## config.mk

```make
export PLATFORM = sky130hd
export DESIGN_NAME = turn_sequencer
export DESIGN_NICKNAME = d
export VERILOG_FILES = /design/src/rtl/turn_sequencer.sv
export SDC_FILE = /design/constraint.sdc
export NUM_CORES = 1
export LEC_CHECK = 0
export BUFFER_PORTS_ARGS = -buffer_cell sky130_fd_sc_hd__buf_2
export CELL_PAD_IN_SITES_DETAIL_PLACEMENT = 0
export CELL_PAD_IN_SITES_GLOBAL_PLACEMENT = 2
export CORE_ASPECT_RATIO = 1.2
export CORE_MARGIN = 3
export CORE_UTILIZATION = 30
export DETAILED_ROUTE_END_ITERATION = 8
export HOLD_SLACK_MARGIN = 0.15
export PLACE_DENSITY = 0.78
export REMOVE_ABC_BUFFERS = 1
export SETUP_SLACK_MARGIN = 0.15
export SLEW_MARGIN = 5
export SYNTH_ARGS = -nofsm -noshare
export SYNTH_HDL_FRONTEND = slang
export SYNTH_SLANG_ARGS = --single-unit
```

## constraint.sdc

```tcl
create_clock -name clock -period 2.61 [get_ports clock]
set_input_delay 0.261 -clock clock [delete_from_list [all_inputs] [get_ports clock]]
set_output_delay 0.261 -clock clock [all_outputs]
set_load 0.01 [all_outputs]
```

## src/rtl/turn_sequencer.sv

```systemverilog
// ---------------------------------------------------------------------------
// turn_sequencer
//
// Purpose:
//   Turn controller for a 4x4 2048 board. Owns the 64-bit board register and
//   runs one move at a time: hand the board to the external shift/merge
//   engine, commit its result, spawn a single new tile, then evaluate
//   game-over. A tile is spawned only when the engine reports that the move
//   changed the board. The first tile of a game is spawned on the cycle
//   after reset.
//
// Cell layout:
//   Cell i (0..15) is at row i/4, column i%4, stored in board[63-4i -: 4].
//   Cell code 0 means the cell is empty. Other codes are only compared for
//   equality.
//
// Parameters:
//   SPAWN_CODE     tile code written into the spawned cell
//   SHIFT_TIMEOUT  cycles spent waiting for shift_done before the turn is
//                  abandoned (1..255)
//
// Ports:
//   clock        in   system clock, rising edge
//   reset        in   synchronous, active-high
//   move_valid   in   move request
//   move_dir     in   0=up 1=down 2=left 3=right, taken with the handshake
//   move_ready   out  high in IDLE while the game is not over
//   shift_start  out  one-cycle start pulse to the shift/merge engine
//   shift_dir    out  accepted direction, held for the engine
//   shift_done   in   engine result strobe
//   shift_board  in   engine result board
//   shift_moved  in   engine result differs from the board it was given
//   rand_pos     in   free-running random cell index
//   board        out  committed board
//   spawn_valid  out  one-cycle pulse when a tile was written
//   spawn_pos    out  index of the last written tile
//   game_over    out  sticky until reset
//   timeout_err  out  one-cycle pulse when a turn was abandoned
// ---------------------------------------------------------------------------
module turn_sequencer #(
    parameter logic [3:0] SPAWN_CODE    = 4'b0010,
    parameter int         SHIFT_TIMEOUT = 255
) (
    input  logic        clock,
    input  logic        reset,
    input  logic        move_valid,
    input  logic [1:0]  move_dir,
    output logic        move_ready,
    output logic        shift_start,
    output logic [1:0]  shift_dir,
    input  logic        shift_done,
    input  logic [63:0] shift_board,
    input  logic        shift_moved,
    input  logic [3:0]  rand_pos,
    output logic [63:0] board,
    output logic        spawn_valid,
    output logic [3:0]  spawn_pos,
    output logic        game_over,
    output logic        timeout_err
);

    typedef enum logic [2:0] {
        S_INIT  = 3'd0,
        S_IDLE  = 3'd1,
        S_START = 3'd2,
        S_WAIT  = 3'd3,
        S_SPAWN = 3'd4,
        S_CHECK = 3'd5
    } state_t;

    // The wait timer counts 0,1,..; the turn is abandoned on the cycle the
    // timer holds SHIFT_TIMEOUT-1, so the error pulse appears exactly
    // SHIFT_TIMEOUT cycles after entering WAIT.
    localparam logic [7:0] TIMER_LAST = 8'(SHIFT_TIMEOUT - 1);

    state_t        r_state;
    logic [63:0]   r_board;
    logic          r_shift_start;
    logic [1:0]    r_shift_dir;
    logic          r_spawn_valid;
    logic [3:0]    r_spawn_pos;
    logic          r_game_over;
    logic          r_timeout_err;
    logic [7:0]    r_timer;

    logic [15:0]   w_empty;
    logic          w_any_empty;
    logic [3:0]    w_lowest_empty;
    logic [3:0]    w_target;
    logic [63:0]   w_spawn_board;
    logic          w_equal_pair;
    logic          w_move_ready;

    function automatic logic [3:0] cell_of(input logic [63:0] b, input int idx);
        return b[63 - 4*idx -: 4];
    endfunction

    // -----------------------------------------------------------------------
    // Board analysis, all from the board register
    // -----------------------------------------------------------------------
    always_comb begin
        w_empty = '0;
        for (int i = 0; i < 16; i++) begin
            w_empty[i] = (cell_of(r_board, i) == 4'd0);
        end
    end

    assign w_any_empty = |w_empty;

    // Scan from the top index down so the last hit is the lowest empty cell.
    always_comb begin
        w_lowest_empty = 4'd0;
        for (int i = 15; i >= 0; i--) begin
            if (w_empty[i]) begin
                w_lowest_empty = 4'(i);
            end
        end
    end

    // Prefer the random cell; fall back to the lowest empty cell so a spawn
    // always lands in one cycle instead of re-rolling.
    assign w_target = w_empty[rand_pos] ? rand_pos : w_lowest_empty;

    always_comb begin
        w_spawn_board = r_board;
        w_spawn_board[63 - 4*w_target -: 4] = SPAWN_CODE;
    end

    // Any equal horizontal or vertical neighbour means a merge is still
    // possible even on a full board.
    always_comb begin
        w_equal_pair = 1'b0;
        for (int r = 0; r < 4; r++) begin
            for (int c = 0; c < 3; c++) begin
                if (cell_of(r_board, r*4 + c) == cell_of(r_board, r*4 + c + 1)) begin
                    w_equal_pair = 1'b1;
                end
            end
        end
        for (int i = 0; i < 12; i++) begin
            if (cell_of(r_board, i) == cell_of(r_board, i + 4)) begin
                w_equal_pair = 1'b1;
            end
        end
    end

    assign w_move_ready = (r_state == S_IDLE) && !r_game_over;

    // -----------------------------------------------------------------------
    // Turn FSM
    // -----------------------------------------------------------------------
    always_ff @(posedge clock) begin
        if (reset) begin
            r_state       <= S_INIT;
            r_board       <= '0;
            r_shift_start <= 1'b0;
            r_shift_dir   <= 2'd0;
            r_spawn_valid <= 1'b0;
            r_spawn_pos   <= 4'd0;
            r_game_over   <= 1'b0;
            r_timeout_err <= 1'b0;
            r_timer       <= 8'd0;
        end else begin
            r_shift_start <= 1'b0;
            r_spawn_valid <= 1'b0;
            r_timeout_err <= 1'b0;

            case (r_state)
                // INIT spawns the first tile on the cleared board using the
                // same path as a normal spawn.
                S_INIT, S_SPAWN: begin
                    if (w_any_empty) begin
                        r_board       <= w_spawn_board;
                        r_spawn_pos   <= w_target;
                        r_spawn_valid <= 1'b1;
                    end
                    r_state <= (r_state == S_INIT) ? S_IDLE : S_CHECK;
                end

                // shift_start is raised on the accepting edge so that it is
                // high during the START cycle.
                S_IDLE: begin
                    if (move_valid && w_move_ready) begin
                        r_shift_dir   <= move_dir;
                        r_shift_start <= 1'b1;
                        r_state       <= S_START;
                    end
                end

                S_START: begin
                    r_timer <= 8'd0;
                    r_state <= S_WAIT;
                end

                // A completion in the same cycle as the timeout wins.
                S_WAIT: begin
                    if (shift_done) begin
                        if (shift_moved) begin
                            r_board <= shift_board;
                            r_state <= S_SPAWN;
                        end else begin
                            r_state <= S_IDLE;
                        end
                    end else if (r_timer >= TIMER_LAST) begin
                        r_timeout_err <= 1'b1;
                        r_state       <= S_IDLE;
                    end else begin
                        r_timer <= r_timer + 8'd1;
                    end
                end

                S_CHECK: begin
                    if (!w_any_empty && !w_equal_pair) begin
                        r_game_over <= 1'b1;
                    end
                    r_state <= S_IDLE;
                end

                default: begin
                    r_state <= S_INIT;
                end
            endcase
        end
    end

    assign move_ready  = w_move_ready;
    assign shift_start = r_shift_start;
    assign shift_dir   = r_shift_dir;
    assign board       = r_board;
    assign spawn_valid = r_spawn_valid;
    assign spawn_pos   = r_spawn_pos;
    assign game_over   = r_game_over;
    assign timeout_err = r_timeout_err;

endmodule
```

==> results summary, run 1 <==
The flow ran to the end, and the final reports show no timing, DRC or antenna violations. The post-synthesis sequential element count came out at 85. The maximum VDD drop is 0.2542 mV. The count of cells along the worst register-to-register path is 9.

For flop-to-flop paths, the worst setup slack is 0.01 ns. The combinational share of power is 20.3%. The row count came out at 53. The number of inserted filler cells in the final layout is 1735. The internal power contribution is 2.420 mW. The share of total power in the clock network came out at 40.0%. For this run, the total global-route usage over all layers was measured as 21.12%. The first detailed-routing pass ran for 5 iterations.

The number of buffers inserted by port buffering came out at 149. The sequential cell area is 0.001725 mm². Setup violations remaining at the end of the flow were counted as 0. The signed area change from the synthesized netlist to the final layout is 46.34%. The hold path startpoint is shift_board[2]. The maximum buffer depth of the clock tree came out at 2. The diode insertion count for antenna repair came out at 0. The area of the core region is 0.01757 mm². The category of the worst setup path launch point is a register. The final hold violation count is 0. The netlist area before placement came out at 0.005403 mm².

The global route total overflow came out at 0. TritonCTS built the clock tree. Synthesis produced a netlist whose cell count is 670. The root buffer cell is sky130_fd_sc_hd__clkbuf_16. The violation count after the first detailed-route iteration came out at 332. The die boundary height came out at 153.0 µm. The power density over the cells came out at 431.4 mW/mm². The count of clock tree sinks is 85. STA puts the critical path data required time at 2.88 ns. Using the TritonRoute via totals, the vias-per-cell ratio works out to 5.049. The die extent in x came out at 128.5 µm.

The initial standard-cell utilization of the core came out at 30.74%. The total of max-cap violations is 0. The switching part of the total came out at 29.04%. Setup repair after global routing could not meet its margin everywhere. The period utilization came out at 99.61%. Dividing the synthesized area by the synthesized cell count gives 8.064 µm². The share of the Yosys chip area taken by registers is 31.50%.

The initial antenna violation count was 0. The smallest hold slack is 0.1552 ns. Registers are responsible for 39.7% of the overall power. The number of buffers created by CTS is 9. The worst setup path is captured at a register.

The path with the worst hold slack has its endpoint at board[2]$_SDFFE_PP0P_. The data arrival time of the critical path is 2.87 ns. For this design the top-level I/O count stands at 150. The layout net count came out at 986. The finished cells cover 0.007906 mm². The number of synthesized flops with an enable pin is 0. The critical setup path kind is register to register.

The worst-case setup margin in the final layout came out at 0.01013 ns. The routed wire length came out at 21.33 mm. The actual transition at the worst max-transition pin came out at 1.087 ns. The largest net degree at the start of global routing is 65. After detailed routing, the average wire length per cell comes to 18.81 µm. The clock latency on the worst-skew pair is 0.36 ns.

The area enclosed by the die boundary came out at 0.01966 mm². The peak fanout along the critical path came out at 3. The worst relative slew slack came out at 27.54%. For the finished layout, the period the worst path requires is 2.600 ns. The path class of the lowest-slack min-delay path is input pin to register. Leaving out fill and tap cells, the most frequent cell in the layout is sky130_fd_sc_hd__buf_2.

The final route contains 5725 vias. The final weighted congestion in routability-driven placement is 0.9239. The clock-pin slew on the worst setup and hold paths is 0.06 ns. The multi-input combinational cell area came out at 0.003558 mm². In the final layout, the share of cells above drive strength 1 is 40.48%. The library cells used most frequently in the layout, excluding fill and tap cells, are sky130_fd_sc_hd__buf_2 (149), sky130_fd_sc_hd__buf_4 (122), sky130_fd_sc_hd__nand2_1 (109), sky130_fd_sc_hd__dfxtp_1 (70), sky130_fd_sc_hd__xnor2_1 (64). The number of remaining DRC errors came out at 0. For this design the total switching power over the nets is 0.9904 mW. The worst setup skew after layout came out at 0.01288 ns. The analysis attributes to cell leakage a power of 3.395 nW. The worst register-to-register path ends at board[53]$_SDFFE_PP0P_. In the synthesized netlist the dominant register cell turns out to be sky130_fd_sc_hd__dfxtp_1.

The via count of the first global-routing pass is 5681. The max-slew violation total from the final report is 0. Before CTS, the worst setup slack after placement is -0.2358 ns. The placed instances occupy a cell area of 0.006930 mm². The number of routed nets with antenna violations is 0. The worst hold path stage count came out at 3. The total number of yosys warnings came out at 0. Static timing analysis puts the maximum clock frequency at 0.3846 GHz. The total half-perimeter wirelength after legalization and detailed placement is 16.50 mm. The number of H-tree levels came out at 3.

The first-pass GRT wire length came out at 32.44 mm. The share of synthesized registers carrying an async set or reset is 0%. The startpoint identified for the worst register-to-register timing path is board[1]$_SDFFE_PP0P_. The count of distinct cell types in the synthesized netlist came out at 62.
cells by family (layout without fill, tap and decap cells):
family          after synthesis  after routing  share of synthesized area [%]
mux                          10             10                          2.107
xor+xnor                    100            100                          16.21
buf+inv                      79            323                          6.855
compound gates              128            128                          16.23
fa+ha+maj                     2              2                         0.4631
simple gates                266            266                          26.63
flops                        85             85                          31.50
routing by layer:
| layer | global-route usage, % | routed length, µm | share of wire (%) |
|---|---|---|---|
| met1 | 26.87 | 9520 | 45 |
| met2 | 35.98 | 10400 | 49 |
| met3 | 3.740 | 803 | 3.8 |
| met4 | 6.853 | 599 | 2.8 |
| met5 | 0 | 0 | 0 |
power by group through the flow:
stage | combinational, mW | sequential, mW | clock [mW]
2_1_floorplan | 0.247 | 1.41 | 0
3_3_place_gp | 0.605 | 1.38 | 0
3_5_place_dp | 0.604 | 1.38 | 0
4_1_cts | 0.661 | 1.35 | 1.39
5_1_grt | 0.743 | 1.36 | 1.44
6_report | 0.692 | 1.35 | 1.36
timing repair:
action	4_1_cts	5_1_grt
hold endpoints to repair	31	0
pin swaps	9	11
endpoints found under the setup margin	17	17
setup buffers	6	8
hold buffers	31	0
gates resized for setup	30	27
final cells by class:
cell class / instances / area share (%)
Multi-Input combinational cell: 506 / 45.01
Timing Repair Buffer: 306 / 25.73
Sequential cell: 85 / 21.82
Tap cell: 220 / 3.482
Clock buffer: 9 / 2.849
Clock inverter: 7 / 1.060
Inverter: 1 / 0.04748
state kept, by name, summed over array words and instances, names as in the netlist:
signal       flops
board           64
game_over        1
r_state          3
r_timer          8
shift_dir        2
shift_start      1
spawn_pos        4
spawn_valid      1
timeout_err      1
synth_stat cells, types with 2 or more instances:
| master | count | share of area (%) |
|---|---|---|
| sky130_fd_sc_hd__a41oi_1 | 2 | 0.32 |
| sky130_fd_sc_hd__and2_1 | 2 | 0.23 |
| sky130_fd_sc_hd__o22ai_1 | 4 | 0.46 |
| sky130_fd_sc_hd__dfxtp_1 | 85 | 31 |
| sky130_fd_sc_hd__nand4_1 | 21 | 2.4 |
| sky130_fd_sc_hd__o211ai_1 | 9 | 1.3 |
| sky130_fd_sc_hd__xnor2_1 | 64 | 10 |
| sky130_fd_sc_hd__o21bai_1 | 2 | 0.28 |
| sky130_fd_sc_hd__nor3_1 | 8 | 0.74 |
| sky130_fd_sc_hd__o21ai_1 | 4 | 0.37 |
| sky130_fd_sc_hd__nor2_1 | 51 | 3.5 |
| sky130_fd_sc_hd__a211oi_2 | 6 | 1.4 |
| sky130_fd_sc_hd__nor2b_1 | 2 | 0.23 |
| sky130_fd_sc_hd__nor4_1 | 23 | 2.7 |
| sky130_fd_sc_hd__o2111ai_1 | 2 | 0.32 |
| sky130_fd_sc_hd__buf_4 | 2 | 0.28 |
| sky130_fd_sc_hd__buf_6 | 4 | 0.83 |
| sky130_fd_sc_hd__nand2_1 | 109 | 7.6 |
| sky130_fd_sc_hd__a31o_2 | 2 | 0.32 |
| sky130_fd_sc_hd__o21a_1 | 2 | 0.28 |
| sky130_fd_sc_hd__buf_2 | 27 | 2.5 |
| sky130_fd_sc_hd__nor4_2 | 5 | 1.2 |
| sky130_fd_sc_hd__nor4_4 | 9 | 3.5 |
| sky130_fd_sc_hd__o21ai_0 | 3 | 0.28 |
| sky130_fd_sc_hd__or4_1 | 7 | 0.97 |
| sky130_fd_sc_hd__clkbuf_1 | 42 | 2.9 |
| sky130_fd_sc_hd__ha_1 | 2 | 0.46 |
| sky130_fd_sc_hd__nand3b_1 | 2 | 0.28 |
| sky130_fd_sc_hd__mux2i_1 | 8 | 1.5 |
| sky130_fd_sc_hd__or2_2 | 2 | 0.23 |
| sky130_fd_sc_hd__nand3_1 | 10 | 0.93 |
| sky130_fd_sc_hd__a211oi_1 | 13 | 1.8 |
| sky130_fd_sc_hd__xor2_1 | 36 | 5.8 |
| sky130_fd_sc_hd__clkbuf_2 | 2 | 0.19 |
| sky130_fd_sc_hd__nand2b_1 | 7 | 0.81 |
| sky130_fd_sc_hd__a21oi_1 | 65 | 6.0 |
metrics by stage:
step                      util (%)  instances  TNS (ns)  total power [mW]
after floorplan                  -        592    -30.58             1.662
after global placement       39.44       1073   -0.6986             1.987
after detailed placement     39.44       1073   -0.5850             1.987
after CTS                    43.88       1126         0             3.407
after global routing         44.99       1134   -0.1367             3.544
final                        44.99       1134         0             3.411
critical path, cell delays in order, from the launching register on:
cell and delay [ns]:
sky130_fd_sc_hd__dfxtp_4 0.36, sky130_fd_sc_hd__buf_6 0.11, sky130_fd_sc_hd__or4_4 0.52, sky130_fd_sc_hd__a211oi_4 0.24
sky130_fd_sc_hd__o221ai_2 0.17, sky130_fd_sc_hd__a211o_4 0.40, sky130_fd_sc_hd__nor4_4 0.24, sky130_fd_sc_hd__buf_4 0.18
sky130_fd_sc_hd__o211ai_1 0.11, sky130_fd_sc_hd__a211oi_2 0.18
worst max path at each step:
stage | endpoint | start | slack (ns) | depth (start not counted)
detailed placement | board[41]$_SDFFE_PP0P_ | board[0]$_SDFFE_PP0P_ | -0.24 | 8
global placement | board[41]$_SDFFE_PP0P_ | board[0]$_SDFFE_PP0P_ | -0.37 | 8
finish | board[53]$_SDFFE_PP0P_ | board[1]$_SDFFE_PP0P_ | 0.01 | 9
global route | board[53]$_SDFFE_PP0P_ | board[1]$_SDFFE_PP0P_ | -0.05 | 9
floorplan | board[33]$_SDFFE_PP0P_ | r_state[1]$_SDFFE_PP0P_ | -1.06 | 6
CTS | board[21]$_SDFFE_PP0P_ | board[1]$_SDFFE_PP0P_ | 0.03 | 8
No activity file was read; power rests on OpenSTA's default activity.
==> inputs of run 2 (changes only) <==
--- a/config.mk
+++ b/config.mk
@@ -5,15 +5,15 @@
 export SDC_FILE = /design/constraint.sdc
 export NUM_CORES = 1
 export LEC_CHECK = 0
-export BUFFER_PORTS_ARGS = -buffer_cell sky130_fd_sc_hd__buf_2
 export CELL_PAD_IN_SITES_DETAIL_PLACEMENT = 0
 export CELL_PAD_IN_SITES_GLOBAL_PLACEMENT = 2
 export CORE_ASPECT_RATIO = 1.2
 export CORE_MARGIN = 3
-export CORE_UTILIZATION = 30
+export CORE_UTILIZATION = 36
 export DETAILED_ROUTE_END_ITERATION = 8
+export DONT_BUFFER_PORTS = 1
 export HOLD_SLACK_MARGIN = 0.15
-export PLACE_DENSITY = 0.78
+export PLACE_DENSITY = 0.76
 export REMOVE_ABC_BUFFERS = 1
 export SETUP_SLACK_MARGIN = 0.15
 export SLEW_MARGIN = 5
==> results summary, run 2 (synthesis gave the netlist of run 1 again) <==
The run finished with clean final reports. The detailed-route vias per instance came out at 5.280. The total half-perimeter wirelength after legalization and detailed placement is 14.35 mm. Global routing finished with a remaining overflow of 0. The initial antenna violation count is 0.

For this run, design rule violations remaining after detail routing come to 0. The first-pass GRT wire length is 29.14 mm. The clock-pin slew on the worst setup and hold paths came out at 0.07 ns. The internal power contribution is 2.268 mW.

The path class of the tightest hold or removal check is input pin to register. Counting along the longest clock path gives a buffer depth of 2. Setup repair after global routing could not meet its margin everywhere. The power density over the cells is 434.5 mW/mm². The finished cells cover 0.007346 mm².

The number of H-tree levels came out at 3. In this run switching power makes up 28.94% of total power. At the end of routability-driven placement, the weighted congestion stood at 0.8753. The category of the worst setup path capture point is a register. The actual transition at the worst max-transition pin came out at 1.150 ns.

The flip-flop count of the largest register, all copies and words added came out at 64. The die boundary height is 140.2 µm. The largest net degree at the start of global routing came out at 79.

The category of the worst setup path launch point is a register. The max-slew violation total from the final report came out at 0. The switching power summed over all nets is 0.9237 mW.

The maximum VDD drop came out at 0.2550 mV. The global-route usage over all layers is 22.32%. Max-cap violations in this run came to 0.

In the final routed layout, each cell accounts on average for 19.30 µm. The number of routed nets with antenna violations is 0. The worst-case setup margin in the final layout came out at 0.1281 ns. The smallest clock period supported by the final layout is computed as 2.482 ns. The number of clock buffers added by TritonCTS is 9.

The worst relative slew slack came out at 23.33%. Leaving out fill and tap cells, the most frequent cell in the layout is sky130_fd_sc_hd__nand2_1. Static timing analysis puts the maximum clock frequency at 0.4029 GHz. The peak fanout along the critical path is 5. In the layout the commonest cells are sky130_fd_sc_hd__nand2_1 (109), sky130_fd_sc_hd__buf_4 (102), sky130_fd_sc_hd__dfxtp_1 (68), sky130_fd_sc_hd__dlygate4sd3_1 (65), sky130_fd_sc_hd__xnor2_1 (64). The final hold violation count is 0. The combinational share of power came out at 19.0%. TritonCTS built the clock tree. The die extent in x came out at 117.8 µm. The number of top-level design ports is 150. Port buffering added 0 buffers.

The worst setup skew after layout came out at 0.005641 ns. The diode insertion count for antenna repair is 0. The total leakage power came out at 2.745 nW. The post-route setup TNS is 0 ns. The first detailed-routing pass took 4 iterations.

At the worst endpoint, the required time is 2.88 ns. The data arrival time of the critical path came out at 2.75 ns. Detailed routing inserted a total of 5190 vias. The area enclosed by the die boundary came out at 0.01652 mm².

The floorplan has 48 rows. The share of total power in the clock network came out at 38.4%. The fraction of the core area covered by cells at the end of the flow is 50.54%.

The pre-CTS setup slack is -0.03332 ns. The proportion of power drawn by flip-flops and latches came out at 42.6%. Setup violations remaining at the end of the flow were counted as 0. The layout net count is 855. The area of the core region came out at 0.01453 mm². The smallest hold slack came out at 0.1510 ns. The clock latency on the worst-skew pair is 0.34 ns. The placed instances occupy a cell area of 0.006032 mm². The routed wire length came out at 18.98 mm. The via count of the first global-routing pass came out at 5079. In the final layout, the share of cells above drive strength 1 is 26.69%. The count of clock tree sinks is 85. After the first detailed-routing iteration, the DRC count stood at 285. The critical setup path kind is register to register. The period utilization is 95.09%. The root buffer cell chosen for the clock tree is sky130_fd_sc_hd__clkbuf_16. Compared with the post-synthesis result, the final layout area differs by 35.97%. The initial standard-cell utilization of the core is 37.17%.
[run 2: cell types whose count changed in the layout (fill, tap and decap cells not counted), moves of 3 or more]
cell,before,now
sky130_fd_sc_hd__nor4_2,3,7
sky130_fd_sc_hd__buf_4,122,102
sky130_fd_sc_hd__nor4_1,21,18
sky130_fd_sc_hd__nor2_2,2,5
sky130_fd_sc_hd__dlygate4sd3_1,31,65
sky130_fd_sc_hd__buf_6,2,5
sky130_fd_sc_hd__o21ai_1,2,5
sky130_fd_sc_hd__buf_2,149,0
sky130_fd_sc_hd__nor2_1,49,46
sky130_fd_sc_hd__a21oi_2,2,5
sky130_fd_sc_hd__inv_6,4,1
[run 2: layout make-up]
class,instances,area (µm²)
repair buffers,175,1540
flip-flops and latches,85,1733
fillers,1438,7188
inverters,1,3.754
well taps,200,250.2
clock buffers,9,225.2
clock inverters,7,51.30
multi-input cells,506,3542
[run 2: critical path: stages (launching register included)]
cell                       delay (ns)
sky130_fd_sc_hd__dfxtp_2         0.32
sky130_fd_sc_hd__buf_6           0.13
sky130_fd_sc_hd__or4_4           0.52
sky130_fd_sc_hd__a211oi_4        0.23
sky130_fd_sc_hd__o221ai_2        0.15
sky130_fd_sc_hd__a211o_4         0.37
sky130_fd_sc_hd__nor4_4          0.29
sky130_fd_sc_hd__o211ai_1        0.16
sky130_fd_sc_hd__a211oi_2        0.23
[run 2: power by group through the flow]
stage / registers, mW / logic [mW] / clock network [mW]
2_1_floorplan: 1.41 / 0.247 / 0
3_3_place_gp: 1.39 / 0.452 / 0
3_5_place_dp: 1.39 / 0.452 / 0
4_1_cts: 1.36 / 0.574 / 1.25
5_1_grt: 1.36 / 0.651 / 1.30
6_report: 1.36 / 0.606 / 1.22
[run 2: what timing repair did]
action / in CTS / in global routing
pin swaps: 18 / 24
gates resized for setup: 18 / 47
buffers inserted: 11 / 3
hold buffers: 65 / 1
setup endpoints to repair: 17 / 17
endpoints found under the hold margin: 79 / 1
[run 2: layer usage]
layer | GRT usage (%) | share of wire, % | vias up
met3 | 5.129 | 6.1 | 32
met4 | 9.444 | 3.0 | 0
met2 | 38.52 | 49 | 142
met1 | 26.67 | 41 | 2484
li1 | - | - | 2532
met5 | 0 | 0 | -
[run 2: final timing paths]
path                                               from                       to  slack [ns]  cells after the start
worst max-delay path              board[0]$_SDFFE_PP0P_   board[21]$_SDFFE_PP0P_        0.13                      8
worst max register to register    board[0]$_SDFFE_PP0P_   board[21]$_SDFFE_PP0P_        0.13                      8
worst min register to register  r_timer[7]$_SDFFE_PP0P_  r_timer[7]$_SDFFE_PP0P_        0.48                      2
worst min-delay path                     shift_board[1]    board[1]$_SDFFE_PP0P_        0.15                      2
[run 2: through the flow]
step                std cells  power [mW]
floorplan                 592       1.662
global placement          887       1.842
detailed placement        887       1.843
CTS                       979       3.189
global route              983       3.310
finish                    983       3.192
==> inputs of run 3 (changes only) <==
--- a/config.mk
+++ b/config.mk
@@ -5,15 +5,16 @@
 export SDC_FILE = /design/constraint.sdc
 export NUM_CORES = 1
 export LEC_CHECK = 0
+export ABC_AREA = 1
 export CELL_PAD_IN_SITES_DETAIL_PLACEMENT = 0
 export CELL_PAD_IN_SITES_GLOBAL_PLACEMENT = 2
 export CORE_ASPECT_RATIO = 1.2
 export CORE_MARGIN = 3
-export CORE_UTILIZATION = 36
+export CORE_UTILIZATION = 35
 export DETAILED_ROUTE_END_ITERATION = 8
 export DONT_BUFFER_PORTS = 1
 export HOLD_SLACK_MARGIN = 0.15
-export PLACE_DENSITY = 0.76
+export PLACE_DENSITY = 0.77
 export REMOVE_ABC_BUFFERS = 1
 export SETUP_SLACK_MARGIN = 0.15
 export SLEW_MARGIN = 5
==> results summary, run 3 <==
The run finished with clean final reports. The critical setup path kind is register to register. By area the synthesized netlist is led by sky130_fd_sc_hd__dfxtp_1 (32%), sky130_fd_sc_hd__nand3_1 (8.9%), sky130_fd_sc_hd__nand2_1 (8.9%), sky130_fd_sc_hd__xor2_1 (8.0%), sky130_fd_sc_hd__xnor2_1 (6.5%).

The global-route track usage on met2 came out at 37.63%. The signed area change from the synthesized netlist to the final layout is 32.96%. Clock skew on the completed layout was measured at 0.009429 ns.

The clock latency on the worst-skew pair is 0.35 ns. The final route contains 5429 vias. The required arrival time at the worst endpoint is 2.91 ns.

The actual transition at the worst max-transition pin came out at 0.6398 ns. The worst relative slew slack is 56.95%. The initial antenna violation count is 0. The number of synthesized flops with an enable pin came out at 0. Leaving out fill and tap cells, the most frequent cell in the layout is sky130_fd_sc_hd__nand2_1. Along the worst path, the maximum fanout reaches 8. The simple-gate portion of the synthesized area came out at 32.68%. The number of top-level design ports is 150. Of the cells placed in the final design, the portion with a size suffix greater than 1 is 18.07%. The row count is 49. The average cell area after synthesis came out at 7.129 µm². The maximum buffer depth of the clock tree is 2. Entering global routing, the biggest net connects 82 pins. The per-cell routed wire length is 18.31 µm. The share of synthesized registers carrying an async set or reset came out at 0%. The die covers 0.01691 mm².

The met3 global-route usage is 5.144%. The count of clock tree sinks is 85. The minimum period implied by the final worst setup slack came out at 2.284 ns.

For this run, the register share of the synthesized area comes to 31.61%. The die boundary height came out at 141.9 µm. The number of buffers inserted by port buffering came out at 0. After layout, the worst path uses 87.52% of the clock period.

The number of inserted filler cells in the final layout is 1512. The delay contributed by the slowest stage of the critical path came out at 0.40 ns. The number of cells in the finished layout apart from fillers came out at 1062. The setup slack on the worst flop-to-flop path is 0.33 ns. The initial standard-cell utilization of the core came out at 35.84%.

The violation count after the first detailed-route iteration is 311. The library cells used most frequently in the layout, excluding fill and tap cells, are sky130_fd_sc_hd__nand2_1 (125), sky130_fd_sc_hd__nand3_1 (96), sky130_fd_sc_hd__dfxtp_1 (85), sky130_fd_sc_hd__buf_4 (78), sky130_fd_sc_hd__dlygate4sd3_1 (67). The maximum VDD drop is 0.3358 mV.

The cell seen most often among critical-path stages is sky130_fd_sc_hd__inv_1. TritonCTS built the clock tree. The instance count after placement with tap cells included is 966. Setup repair after global routing could not meet its margin everywhere.

The data arrival time of the critical path is 2.58 ns. Summing the areas of all compound-gate instances in the mapped netlist gives 10.53% of the synthesized area. The die is 119.2 µm wide. By area, the combinational part of the netlist is dominated by simple AND/OR/NAND/NOR gates.

The final hold violation count is 0. In this run the worst hold path is classified as input pin to register. Max-cap violations in this run came to 0.

After global routing, the most crowded layer is met2. The global route total overflow came out at 0. The core region is 0.01502 mm². The total number of yosys warnings came out at 0.

The global routing usage on met1 came out at 29.02%. The worst setup path is captured at a register. The count of endpoints failing setup in the final report came out at 0. The fraction of the core area covered by cells at the end of the flow is 47.65%. The detailed-route vias per instance came out at 5.112. After technology mapping, the gate count stands at 755. The netlist area before placement came out at 0.005383 mm². The number of buffers and inverters on the critical path is 3.

Clock-pin slew was measured on the worst setup and hold paths at 0.06 ns. The first-pass GRT wire length is 29.93 mm. Per report_power, the sequential group accounts for 32.4% of the total. In this run the power spent charging and discharging nets is 1.610 mW. 0 antenna diodes ended up in the layout. The category of the worst setup path launch point is a register. The highest achievable clock rate came out at 0.4378 GHz.

Cell internal power was estimated by the tool at 3.076 mW. The share of synthesized area in the top cell type comes to 31.61%. The share of total power in the clock network came out at 34.4%. The flip-flop count of the largest register, all copies and words added came out at 64. The via count of the first global-routing pass came out at 5208. In this run, distinct cell masters in the synthesized netlist total 41.

After Yosys synthesis, full adders, half adders and majority gates account for 0.4649% of the synthesized area. The count of TritonRoute iterations in the first routing pass is 4. The total leakage power came out at 3.221 nW. The signal on the critical path passes through nor4_2 -> inv_1 -> nand2_1 -> nor2_1 -> nand2_1 -> nor4_2 -> inv_1 -> nand2_4 -> a21oi_4 -> nand4_1 -> nand3b_1 -> nand3_1 -> inv_1. The largest individual stage delay along the critical path comes from the cell sky130_fd_sc_hd__a21oi_4. The design draws 4.686 mW. Sorting the synthesized cells by how often they occur yields sky130_fd_sc_hd__nand2_1 (127), sky130_fd_sc_hd__nand3_1 (96), sky130_fd_sc_hd__dfxtp_1 (85), sky130_fd_sc_hd__inv_1 (66), sky130_fd_sc_hd__a21oi_1 (61). The biggest area contributor in the post-synthesis netlist is sky130_fd_sc_hd__dfxtp_1.

Among all flip-flop cells after synthesis, the most frequent one is sky130_fd_sc_hd__dfxtp_1. TritonCTS created 9 clock buffers. The routed wire length is 19.44 mm.

At the end of routability-driven placement, the weighted congestion stood at 0.8542. The power density over the cells came out at 654.7 mW/mm². The number of routed nets with antenna violations came out at 0. The layout net count came out at 930. The post-synthesis share of cell area spent on xor and xnor gates came out at 14.48%. The combinational share of power came out at 33.1%.

The global-route usage over all layers is 22.79%. Once detailed placement completed, the half-perimeter wirelength came to 14.19 mm. In the post-synthesis netlist, the cell with the most instances is sky130_fd_sc_hd__nand2_1. The post-synthesis sequential element count came out at 85. The number of remaining DRC errors is 0.

The max-slew violation total from the final report was 0. The switching part of the total came out at 34.35%. In the synthesized netlist, mux cells make up 0% of the area.

The root buffer cell is sky130_fd_sc_hd__clkbuf_16. The number of H-tree levels came out at 3. The gate family responsible for the most delay along the worst path is simple AND/OR/NAND/NOR gates.
run 3: cell types whose count changed after synthesis, moves of 14 or more:
| cell | change |
|---|---|
| sky130_fd_sc_hd__or2_2 | +15 |
| sky130_fd_sc_hd__clkbuf_2 | +15 |
| sky130_fd_sc_hd__xnor2_1 | -24 |
| sky130_fd_sc_hd__clkbuf_1 | -21 |
| sky130_fd_sc_hd__inv_1 | +65 |
| sky130_fd_sc_hd__nand4_2 | +15 |
| sky130_fd_sc_hd__nor4_1 | -14 |
| sky130_fd_sc_hd__nand2_1 | +18 |
| sky130_fd_sc_hd__nand3_1 | +86 |
run 3: kinds of logic (layout without fill, tap and decap cells):
kind of cell,Yosys count,after routing
flops,85,85
simple gates,352,352
fa+ha+maj,2,2
compound gates,93,93
buf+inv,134,237
xor+xnor,89,89
run 3: final timing paths:
check / start / to / cells after the start
setup / recovery: board[28]$_SDFFE_PP0P_ / board[57]$_SDFFE_PP0P_ / 13
hold / removal: shift_board[29] / board[29]$_SDFFE_PP0P_ / 3
setup reg to reg: board[28]$_SDFFE_PP0P_ / board[57]$_SDFFE_PP0P_ / 13
hold reg to reg: r_timer[7]$_SDFFE_PP0P_ / r_timer[7]$_SDFFE_PP0P_ / 2
run 3: layer usage:
layer,vias up,share of wire (%)
li1,2680,-
met3,24,5.9
met5,-,0
met2,152,48
met1,2573,43
met4,0,2.4
run 3: metrics by stage:
stage / hold WS (ns) / instance area [µm²] / TNS [ns] / setup WS [ns]
finish: 0.1852 / 7157 / 0 / 0.3257
global route: 0.1916 / 7157 / 0 / 0.1213
CTS: 0.1723 / 6977 / 0 / 0.1866
detailed placement: 0.3443 / 5901 / 0 / 0.1714
global placement: 0.3421 / 5901 / 0 / 0.2156
floorplan: 0.3301 / 5107 / -86.65 / -1.610
run 3: power groups by stage:
stage | sequential [mW] | combinational [mW] | clock (mW)
after floorplan | 1.63 | 0.793 | 0
after global placement | 1.54 | 1.33 | 0
after detailed placement | 1.55 | 1.35 | 0
after CTS | 1.52 | 1.46 | 1.64
after global routing | 1.53 | 1.70 | 1.71
final | 1.52 | 1.55 | 1.61
run 3: worst reg2reg max path: cells and delay by family (launching register included):
kind            cells  cell delay, ns
flops               1            0.32
compound gates      1            0.40
simple gates        9            1.27
buf+inv             3            0.26
run 3: repair_timing:
| action | in CTS | in global routing |
|---|---|---|
| hold buffers | 68 | 0 |
| resized for setup | 1 | 13 |
| endpoints found under the setup margin | 1 | 64 |
| pin swaps | 0 | 6 |
| setup buffers | 0 | 12 |
| endpoints found under the hold margin | 72 | 0 |
run 3: cell type report:
type / instances / area (µm²) / share of cell area [%]
Clock buffer: 10 / 239.0 / 3.339
Clock inverter: 6 / 133.9 / 1.871
Inverter: 72 / 277.8 / 3.881
Multi-Input combinational cell: 536 / 3206 / 44.79
Sequential cell: 85 / 1702 / 23.78
Tap cell: 204 / 255.2 / 3.566
Timing Repair Buffer: 149 / 1344 / 18.78
